`src/rtl/sevenseg_pkg.sv`:
```
// sevenseg_pkg: shared constants, segment encoding and converter state encoding
package sevenseg_pkg;
  localparam int NUM_DIGITS = 4;
  localparam logic [6:0] SEG_BLANK = 7'b1111111;
  // {g,f,e,d,c,b,a} active-low; codes 10-15 are unreachable and shown blank
  localparam logic [6:0] SEG_LUT [16] = '{
    7'b1000000, 7'b1111001, 7'b0100100, 7'b0110000, 7'b0011001,
    7'b0010010, 7'b0000010, 7'b1111000, 7'b0000000, 7'b0010000,
    SEG_BLANK, SEG_BLANK, SEG_BLANK, SEG_BLANK, SEG_BLANK, SEG_BLANK
  };
  typedef enum logic [1:0] {IDLE, SHIFT, DONE} state_t;
  function automatic logic [6:0] seg_encode(input logic [3:0] d);
    return SEG_LUT[d];
  endfunction
  function automatic int digits_for(input int w);
    return w <= 3 ? 1 : w <= 6 ? 2 : w <= 9 ? 3 : 4;
  endfunction
endpackage

```
`src/rtl/sevenseg_count_display_bin2bcd.sv`:
```
// bin2bcd_seq: sequential double-dabble, one bit per clock, atomic BCD result update
module bin2bcd_seq
  import sevenseg_pkg::*;
#(
  parameter int W = 8
) (
  input  logic         clk,
  input  logic         reset,
  input  logic         i_start,
  input  logic [W-1:0] i_value,
  output logic         o_busy,
  output logic [15:0]  o_bcd,
  output logic         o_done
);
  localparam int ND = digits_for(W);
  localparam int CW = $clog2(W + 1);
  localparam logic [CW-1:0] LAST = CW'(W - 1);
  state_t r_state, w_next;
  logic [W-1:0]  r_sr;
  logic [15:0]   r_scr, w_adj;
  logic [CW-1:0] r_cnt;
  // only nibbles that the input width can actually reach get the add-3 step
  always_comb begin
    w_adj = r_scr;
    for (int k = 0; k < ND; k++)
      if (r_scr[4*k +: 4] >= 4'd5) w_adj[4*k +: 4] = r_scr[4*k +: 4] + 4'd3;
  end
  always_comb begin
    w_next = (r_state == IDLE && i_start) ? SHIFT :
             (r_state == SHIFT && r_cnt == LAST) ? DONE :
             (r_state == DONE) ? IDLE : r_state;
    o_done = r_state == DONE;
  end
  always_ff @(posedge clk or posedge reset)
    if (reset) begin
      r_state <= IDLE;
      r_sr    <= '0;
      r_scr   <= '0;
      r_cnt   <= '0;
      o_busy  <= 1'b0;
      o_bcd   <= '0;
    end else begin
      r_state <= w_next;
      if (r_state == IDLE && i_start) begin
        r_sr   <= i_value;
        r_scr  <= '0;
        r_cnt  <= '0;
        o_busy <= 1'b1;
      end
      if (r_state == SHIFT) begin
        r_scr <= {w_adj[14:0], r_sr[W-1]};
        r_sr  <= r_sr << 1;
        r_cnt <= r_cnt + 1'b1;
      end
      if (r_state == DONE) begin
        o_bcd  <= r_scr;
        o_busy <= 1'b0;
      end
    end
endmodule

```
`src/rtl/sevenseg_count_display.sv`:
```
// sevenseg_count_display: binary count -> BCD -> multiplexed 4-digit common-anode display.
// Optional LEAD_ZERO_BLANK_EN blanks digits above the most significant nonzero digit.
module sevenseg_count_display
  import sevenseg_pkg::*;
#(
  parameter int COUNT_SIZE = 8,
  parameter int SCAN_DIV   = 1250
) (
  input  logic                  clk,
  input  logic                  reset,
  input  logic [COUNT_SIZE-1:0] count,
  output logic [3:0]            an,
  output logic [6:0]            seg,
  output logic                  dp,
  output logic                  busy
);
  localparam int DW = SCAN_DIV > 1 ? $clog2(SCAN_DIV) : 1;
  logic [COUNT_SIZE-1:0] r_sample, r_last;
  logic [DW-1:0]         r_div;
  logic [1:0]            r_idx;
  logic [15:0]           w_bcd;
  logic [3:0]            w_digit;
  logic                  w_done, w_start, w_tc, w_blank;
  assign w_start = !(busy | w_done) && r_sample != r_last;
  assign w_tc    = r_div == DW'(SCAN_DIV - 1);
  assign w_digit = w_bcd[{r_idx, 2'b00} +: 4];
  assign dp      = 1'b1;
`ifdef LEAD_ZERO_BLANK_EN
  assign w_blank = r_idx != 2'd0 && (w_bcd >> {r_idx, 2'b00}) == 16'd0;
`else
  assign w_blank = 1'b0;
`endif
  bin2bcd_seq #(.W(COUNT_SIZE)) u_conv (
    .clk(clk), .reset(reset), .i_start(w_start), .i_value(r_sample),
    .o_busy(busy), .o_bcd(w_bcd), .o_done(w_done)
  );
  always_ff @(posedge clk or posedge reset)
    if (reset) begin
      r_sample <= '0;
      r_last   <= '0;
      r_div    <= '0;
      r_idx    <= '0;
      an       <= 4'b1111;
      seg      <= SEG_BLANK;
    end else begin
      r_sample <= count;
      if (w_start) r_last <= r_sample;
      r_div <= w_tc ? '0 : r_div + 1'b1;
      if (w_tc) r_idx <= r_idx + 1'b1;
      an  <= ~(4'b0001 << r_idx);
      seg <= w_blank ? SEG_BLANK : seg_encode(w_digit);
    end
endmodule
```
`config.mk`:
```
export PLATFORM = sky130hd
export DESIGN_NAME = sevenseg_count_display
export DESIGN_NICKNAME = d
export VERILOG_FILES = /design/src/rtl/sevenseg_pkg.sv /design/src/rtl/sevenseg_count_display_bin2bcd.sv /design/src/rtl/sevenseg_count_display.sv
export SDC_FILE = /design/constraint.sdc
export NUM_CORES = 1
export LEC_CHECK = 0
export ABC_CLOCK_PERIOD_IN_PS = 5940
export BUFFER_PORTS_ARGS = -buffer_cell sky130_fd_sc_hd__buf_2
export CAP_MARGIN = 20
export CORE_ASPECT_RATIO = 1.1
export CORE_UTILIZATION = 65
export DETAILED_ROUTE_END_ITERATION = 12
export PLACE_DENSITY_LB_ADDON = 0.05
export SYNTH_ARGS = -nofsm -noshare
export SYNTH_HDL_FRONTEND = slang
export SYNTH_SLANG_ARGS = --single-unit
```
`constraint.sdc`:
```
create_clock -name clk -period 5.94 [get_ports clk]
set_input_delay 0.594 -clock clk [delete_from_list [all_inputs] [get_ports clk]]
set_output_delay 0.594 -clock clk [all_outputs]
set_load 0.01 [all_outputs]
```
==> results.cfg, run 1 <==
[placement]
place_ws_ps = 3700
gp_congestion = 0.775
io_buffers = 21
dp.final_hpwl_mm = 4.72

[sta]
setup_tns_ps = 0
hold_viol = 0
rsz0062_at_grt = false
relSlewSlack_pct = 34.1
setup_ws_ps = 3670
setup_viol = 0
fin_skew_ps = 14.3
worst_pin_slew_ps = 983
min_period_ps = 2270
max_clock_freq_ghz = 0.440
min_period_over_period_pct = 38.2
final_max_slew_viol_count = 0

[setup_path]
cp_slowest_cell = o21ai_2
startpoint_type = flip-flop
required_ps = 6190
critPathCaptureType = flip-flop
critical_path_class = flip-flop to flip-flop
crit_arrival_ps = 2520
path_cells = xnor2_1 > nand4_1 > o21ai_2 > mux2_2
cp_max_fo = 16
crit_path_max_incr_delay_ps = 620

[global_routing]
overflow = 0
grtUsageTotal_pct = 23.2
grt_first_pass_wirelength_mm = 12.0
antenna_found_initial = 0
grt_max_degree = 88
first_global_vias = 2595

[floorplanning]
placementRows = 30
die_area_mm2 = 0.00671
die_y_um = 85.8
initial_core_util_pct = 67.5
top_level_ports = 23
core_mm2 = 0.00616
die_w_um = 78.2

[yosys]
synth_compound_area_share_pct = 9.85
synth_edf_count = 0
muxShareOfSynthArea_pct = 9.94
yosys_warnings = 0
synth_nets = 393
async_flop_share_pct = 100
ys_seq_area_share_pct = 52.8
syn_avg_cell_area_um2 = 11.4
ys.flop_type = dfrtp_1
synth_simple_gate_area_share_pct = 13.5
ys_types = 47
synth_cells = 365
synth-xor-area-share_pct = 4.85
ys_ff_latch = 87
syn-cell-area_mm2 = 0.00415
synthAdderAreaFrac_pct = 5.42
synth_top_family_by_area = simple AND/OR/NAND/NOR gates

[detailed_routing]
drt_wl_total_mm = 7.16
avgRoutedWirePerCell_um = 15.2
route.detailed.drc = 0
drt_iter0_markers = 179
routed_via_density = 5.75
firstDrtPassIters = 4
num_vias = 2709
ant_nets = 0

[worst_hold_path]
hp-class = input port to asynchronous set/reset pin

[layout]
nNetsFinal = 414
regArea_mm2 = 0.00219
multi_input_area_mm2 = 0.00181
nFillCells = 436
area_delta_synth_final_pct = 8.80
drive_gt1_share_pct = 24.0
antenna-diode-count = 0

[cts]
cts_max_path_buffers = 2
htree_levels = 3
cts.reportedPaths.clkPinSlew_ps = 100
ctsResizeCount = 0
cts.sinks = 87
cts_tree = yes
clockRootBuffer = clkbuf_8
post_cts_buffers = 0
cts_made_buffers = 9
clock_latency_ps = 360
holdBufCountCts = 0

[outcome]
status = complete, no violations

[pwr]
ir_drop_uv = 391
p_leak_nw = 2.02
p_per_area_mw_per_mm2 = 450

[flow_run]
drv_cap = 0
cells by family after synthesis:
family / count (synthesis)
muxes: 32
buffers and inverters: 33
adders and majority gates: 18
and+or+nand+nor: 109
AOI/OAI and AO/OA: 62
other: 1
xor gates and xnor gates: 23
DFF: 87
through the flow:
step                      utilization (%)  hold slack (ps)  instances  cell area, um2  power (mW)
after floorplan                         -              448        365            4150        1.49
after global placement               70.0              473        454            4310        1.63
after detailed placement             70.0              492        454            4310        1.67
after CTS                            72.9              324        470            4490        2.05
after global routing                 73.4              283        471            4520        2.18
final                                73.4              269        471            4520        2.03
worst max-delay path: cells and delay by family, from the launching register on:
family                    cells  cell delay, ps
AOI/OAI and AO/OA             1             620
xor gates and xnor gates      1             220
and+or+nand+nor               1             520
DFF                           1             410
muxes                         1             400
placed cells by master (no fill, tap or decap), types with 11 or more instances in the layout:
master / count
a21oi_1: 11
buf_2: 21
dfrtp_1: 76
dfstp_2: 11
ha_1: 18
inv_1: 15
mux2_2: 28
nand2_1: 37
nor2_1: 17
o21ai_0: 14
xnor2_1: 19
final timing paths:
| path | end | start | cells past startpoint | slack (ps) |
|---|---|---|---|---|
| min in group clk | r_sample[6]$_DFF_PP0_ | count[6] | 1 | 340 |
| max reg2reg | r_last[7]$_DFFE_PP0P_ | r_sample[3]$_DFF_PP0_ | 4 | 3670 |
| max | r_last[7]$_DFFE_PP0P_ | r_sample[3]$_DFF_PP0_ | 4 | 3670 |
| max in group asynchronous | u_conv.r_state[1]$_DFFE_PP0P_ | reset | 4 | 5060 |
| min reg2reg | u_conv.r_scr[13]$_DFFE_PP0P_ | u_conv.r_scr[12]$_DFFE_PP0P_ | 2 | 510 |
| min | r_div[7]$_DFF_PP0_ | reset | 3 | 270 |
power by group:
group	leakage, nW	total, mW	internal (mW)	switching [mW]
logic	0.849	0.736	0.349	0.387
registers	1.08	0.919	0.787	0.132
clock network	0.0877	0.379	0.157	0.223
synthesized netlist by cell type, types with 9 or more instances:
cell | n | area, um2
dfrtp_1 | 76 | 1900
nand2_1 | 37 | 139
mux2_2 | 28 | 315
xnor2_1 | 19 | 166
ha_1 | 18 | 225
nor2_1 | 17 | 63.8
inv_1 | 16 | 60.1
o21ai_0 | 14 | 70.1
a21oi_1 | 11 | 55.1
dfstp_2 | 11 | 289
nand3_1 | 10 | 50.1
o22ai_1 | 9 | 56.3
or3_1 | 9 | 56.3
cell type report:
class                      instances  share of cell area, %
multi-input combinational        245                   40.2
clock inverter                     7                   1.27
tap                               80                   2.22
sequential                        87                   48.5
inverter                          16                   1.36
timing repair buffer              27                   3.77
clock buffer                       9                   2.74
state kept, by name (all words and copies together), names as in the netlist, 7 cells and up:
register	cells
r_div	11
u_conv.r_sr	8
u_conv.o_bcd	16
r_last	8
r_sample	8
u_conv.r_scr	16
seg	7
metal layers:
layer / GRT usage [%] / share of wire, %
met1: 31.0 / 46
met2: 38.3 / 50
met3: 3.83 / 3.0
met4: 9.09 / 1.2
met5: 0 / 0
No activity file was read; power rests on OpenSTA's default activity.
==> run 2, diff against run 1 <==
- ABC_AREA: not set -> 1
- ABC_CLOCK_PERIOD_IN_PS: 5940 -> 2270
- CORE_UTILIZATION: 65 -> 61
- clock period: 5.94 -> 2.27 ns (I/O delays scaled with it)
==> results.cfg, run 2 <==
[setup_path]
cp_max_fo = 13
critical_path_class = flip-flop to flip-flop
required_ps = 2540
crit_arrival_ps = 2070
startpoint_type = flip-flop
critPathCaptureType = flip-flop

[yosys]
synth_nets = 515
syn-cell-area_mm2 = 0.00428
yosysTopAreaCellShare_pct = 44.4
ys.flop_type = dfrtp_1
synth_area_leaders = dfrtp_1, nand2_1, dfstp_2, o21ai_0, ha_1
ys_types = 38
synth_cells = 487
synth_commonest_cells = nand2_1, dfrtp_1, inv_1, o21ai_0, nand3_1
ys_ff_latch = 87
async_flop_share_pct = 100
synth_most_common_cell = nand2_1
ys_seq_area_share_pct = 51.2
synth_top_cell_by_area = dfrtp_1
syn_avg_cell_area_um2 = 8.79
yosys_warnings = 0
synth_edf_count = 0

[sta]
min_period_ps = 1800
final_max_slew_viol_count = 0
setup_ws_ps = 472
hold_viol = 0
worst_pin_slew_ps = 526
min_period_over_period_pct = 79.2
fin_skew_ps = 6.02
setup_tns_ps = 0
max_clock_freq_ghz = 0.556
rsz0062_at_grt = false
setup_viol = 0
relSlewSlack_pct = 64.9

[pwr]
p_leak_nw = 2.41
p_per_area_mw_per_mm2 = 1270
power.total_mw = 6.04
ir_drop_uv = 957

[layout]
layout_commonest_cell = nand2_1
drive_gt1_share_pct = 16.4
area_delta_synth_final_pct = 11.2
nNetsFinal = 546
reg.largest.list = u_conv.o_bcd (16), u_conv.r_scr (16), r_div (11)
antenna-diode-count = 0
final_cell_mix = nand2_1, dfrtp_1, inv_1, o21ai_0, nand3_1
nFillCells = 514

[global_routing]
overflow = 0
antenna_found_initial = 0
grtUsageTotal_pct = 21.7
grt_max_degree = 66
grt_first_pass_wirelength_mm = 12.4
first_global_vias = 2835

[floorplanning]
initial_core_util_pct = 64.2
placementRows = 31
die_area_mm2 = 0.00736
die_y_um = 89.9
core_mm2 = 0.00667
top_level_ports = 23
die_w_um = 81.9

[cts]
clockRootBuffer = clkbuf_8
cts_max_path_buffers = 2
cts_tree = yes
post_cts_buffers = 0
htree_levels = 3
clock_latency_ps = 350
cts.sinks = 87
cts.reportedPaths.clkPinSlew_ps = 80
cts_made_buffers = 9

[detailed_routing]
drt_wl_total_mm = 7.13
drt_iter0_markers = 146
firstDrtPassIters = 4
ant_nets = 0
avgRoutedWirePerCell_um = 11.8
route.detailed.drc = 0
num_vias = 3127
routed_via_density = 5.17

[worst_hold_path]
hp-class = flip-flop to flip-flop

[placement]
io_buffers = 21
gp_congestion = 0.864
dp.final_hpwl_mm = 4.86
place_ws_ps = 524

[flow_run]
drv_cap = 0

[outcome]
status = complete, no violations
[run 2: cell count changes in the layout (fill, tap and decap cells not counted), sizes merged, moves of 7 or more]
cell / change
nand2: +108
inv: +41
nand3: +38
o21ai: +35
mux2: -28
xnor2: -15
dlygate4sd3: +9
nand2b: -9
o22ai: -9
or3: -9
a2bb2oi: -8
nor2: +7
[run 2: logic make-up after synthesis]
| family | Yosys count | share of synthesized area (%) |
|---|---|---|
| and+or+nand+nor | 232 | 25.0 |
| other | 1 | 0.0876 |
| buffers and inverters | 73 | 8.07 |
| adders and majority gates | 18 | 5.26 |
| DFF | 87 | 51.2 |
| xor gates and xnor gates | 10 | 2.05 |
| AOI/OAI and AO/OA | 66 | 8.36 |
[run 2: final timing paths]
check	from	to	slack (ps)	cells after the start
setup / recovery	r_idx[0]$_DFFE_PP0N_	seg[4]$_DFF_PP1_	470	9
hold / removal	u_conv.r_sr[7]$_DFFE_PP0P_	u_conv.r_scr[0]$_DFFE_PP0P_	480	2
setup reg to reg	r_idx[0]$_DFFE_PP0N_	seg[4]$_DFF_PP1_	470	9
hold reg to reg	u_conv.r_sr[7]$_DFFE_PP0P_	u_conv.r_scr[0]$_DFFE_PP0P_	480	2
max in group asynchronous	reset	u_conv.r_scr[7]$_DFFE_PP0P_	1470	4
min in group asynchronous	reset	r_div[1]$_DFF_PP0_	520	4
[run 2: report_power, final]
group	leakage, nW	internal [mW]	switching (mW)
Sequential	1.07	2.11	0.363
Combinational	1.21	0.828	1.41
Clock	0.130	0.791	0.532
[run 2: layer usage]
layer | track usage, % | part of all wire [%]
met1 | 30.2 | 49
met2 | 33.2 | 48
met3 | 4.37 | 2.2
met4 | 8.33 | 1.5
met5 | 0 | 0
[run 2: per-stage QoR]
step	instances	area, um2	hold WS (ps)	util (%)
CTS	605	4760	483	71.3
detailed placement	580	4410	336	66.1
finish	605	4760	479	71.3
global placement	580	4410	330	66.1
floorplan	487	4280	258	-
global route	605	4760	501	71.3
[run 2: timing repair]
item	4_1_cts	5_1_grt
endpoints found under the hold margin	72	0
hold buffers	9	0
setup endpoints to repair	0	0
resized for setup	0	0
[run 2: layout make-up]
| type | instances | area (um2) | area share [%] |
|---|---|---|---|
| clock buffers | 11 | 151 | 3.18 |
| clock inverters | 5 | 104 | 2.18 |
| flip-flops and latches | 87 | 2190 | 46.0 |
| repair buffers | 34 | 238 | 5.00 |
| inverters | 59 | 228 | 4.79 |
| multi-input cells | 327 | 1740 | 36.7 |
| well taps | 82 | 103 | 2.16 |
[run 2: critical path: stages, from the launching register on]
cell     delay (ps)
dfrtp_1         580
inv_2           160
nand2_1          90
nand3_1          70
nand2_1         170
inv_1           130
ha_1            230
nor2_1          110
a21oi_1          40
o21ai_0         150
==> run 3, diff against run 2 <==
- ABC_CLOCK_PERIOD_IN_PS: 2270 -> 1800
- clock period: 2.27 -> 1.8 ns (I/O delays scaled with it)
==> results.cfg, run 3 (synthesis gave the netlist of run 2 again) <==
[worst_hold_path]
hp-class = input port to asynchronous set/reset pin

[layout]
area_delta_synth_final_pct = 12.5
drive_gt1_share_pct = 16.6
utilization_pct = 72.1
final_cell_mix = nand2_1, dfrtp_1, inv_1, o21ai_0, nand3_1
nNetsFinal = 548
antenna-diode-count = 0
reg.largest.list = u_conv.o_bcd (16), u_conv.r_scr (16), r_div (11)
layout_commonest_cell = nand2_1

[cts]
cts_tree = yes
clockRootBuffer = clkbuf_8
cts_made_buffers = 9
cts_max_path_buffers = 2
clock_latency_ps = 360
htree_levels = 3
cts.sinks = 87
cts.reportedPaths.clkPinSlew_ps = 80
post_cts_buffers = 0

[setup_path]
cp_max_fo = 9
required_ps = 2080
critPathCaptureType = flip-flop
startpoint_type = flip-flop
crit_arrival_ps = 1920
critical_path_class = flip-flop to flip-flop

[sta]
min_period_ps = 1640
relSlewSlack_pct = 64.4
setup_tns_ps = 0
setup_viol = 0
hold_viol = 0
min_period_over_period_pct = 91.1
fin_skew_ps = 14.7
worst_pin_slew_ps = 534
rsz0062_at_grt = false
setup_ws_ps = 161
max_clock_freq_ghz = 0.610
final_max_slew_viol_count = 0

[global_routing]
grt_max_degree = 34
first_global_vias = 3120
use_met3_pct = 5.08
grt.busiest_layer = met2
antenna_found_initial = 0
grtUsageMet2_pct = 38.1
met1_usage_pct = 30.2
overflow = 0
grt_first_pass_wirelength_mm = 13.4
grtUsageTotal_pct = 23.6

[detailed_routing]
avgRoutedWirePerCell_um = 12.1
drt_wl_total_mm = 7.37
drt_iter0_markers = 144
firstDrtPassIters = 4
routed_via_density = 5.20
route.detailed.drc = 0
ant_nets = 0
num_vias = 3158

[floorplanning]
die_area_mm2 = 0.00736
core_mm2 = 0.00667
initial_core_util_pct = 64.2
die_y_um = 89.9
placementRows = 31
top_level_ports = 23
die_w_um = 81.9

[pwr]
ir_drop_uv = 1560
p_per_area_mw_per_mm2 = 1610
p_leak_nw = 2.43

[placement]
dp.final_hpwl_mm = 5.09
place_ws_ps = 153
io_buffers = 21
gp_congestion = 0.846

[flow_run]
drv_cap = 0

[outcome]
status = complete, no violations
## run 3: stage by stage
| step | hold WS [ps] | instances | power, mW | area [um2] |
|---|---|---|---|---|
| floorplan | 211 | 487 | 5.44 | 4280 |
| global placement | 255 | 582 | 5.95 | 4470 |
| detailed placement | 256 | 582 | 6.07 | 4470 |
| CTS | 425 | 607 | 7.83 | 4810 |
| global route | 458 | 607 | 8.48 | 4810 |
| finish | 430 | 607 | 7.76 | 4810 |
## run 3: final timing paths
kind / slack [ps] / depth (start not counted) / end / startpoint
worst min-delay path: 430 / 3 / r_div[4]$_DFF_PP0_ / reset
worst max register to register: 160 / 8 / seg[0]$_DFF_PP1_ / r_idx[0]$_DFFE_PP0N_
max in group asynchronous: 840 / 4 / r_idx[0]$_DFFE_PP0N_ / reset
worst max-delay path: 160 / 8 / seg[0]$_DFF_PP1_ / r_idx[0]$_DFFE_PP0N_
min in group clk: 460 / 2 / r_sample[4]$_DFF_PP0_ / count[4]
worst min register to register: 490 / 2 / u_conv.r_scr[0]$_DFFE_PP0P_ / u_conv.r_sr[7]$_DFFE_PP0P_
## run 3: power breakdown
part / leakage [nW] / internal (mW) / total (mW) / switching, mW
registers: 1.07 / 2.66 / 3.12 / 0.459
logic: 1.24 / 1.11 / 2.91 / 1.80
clock network: 0.125 / 1.07 / 1.73 / 0.660
## run 3: final cells by class
cell class | count | area, um2
Inverter | 59 | 228
Clock inverter | 4 | 120
Fill cell | 512 | 1860
Tap cell | 82 | 103
Sequential cell | 87 | 2190
Clock buffer | 12 | 135
Multi-Input combinational cell | 327 | 1740
Timing Repair Buffer | 36 | 290
## run 3: layer usage
metal | share of wire [%] | up-vias | wire length (um)
li1 | - | 1616 | -
met1 | 47 | 1476 | 3470
met2 | 48 | 53 | 3550
met3 | 2.7 | 13 | 202
met4 | 1.9 | 0 | 143
met5 | 0 | - | 0
## run 3: timing repair
item / in CTS / in global routing
resized for setup: 0 / 2
hold buffers: 9 / 0
endpoints found under the hold margin: 19 / 0
setup endpoints to repair: 0 / 4
## run 3: worst max-delay path, stage by stage (launching register included)
cell,delay [ps]
dfrtp_2,470
a21oi_1,170
o21ai_0,120
nand2_1,160
inv_1,100
ha_1,180
or2_4,250
o211ai_2,60
nand2_1,70
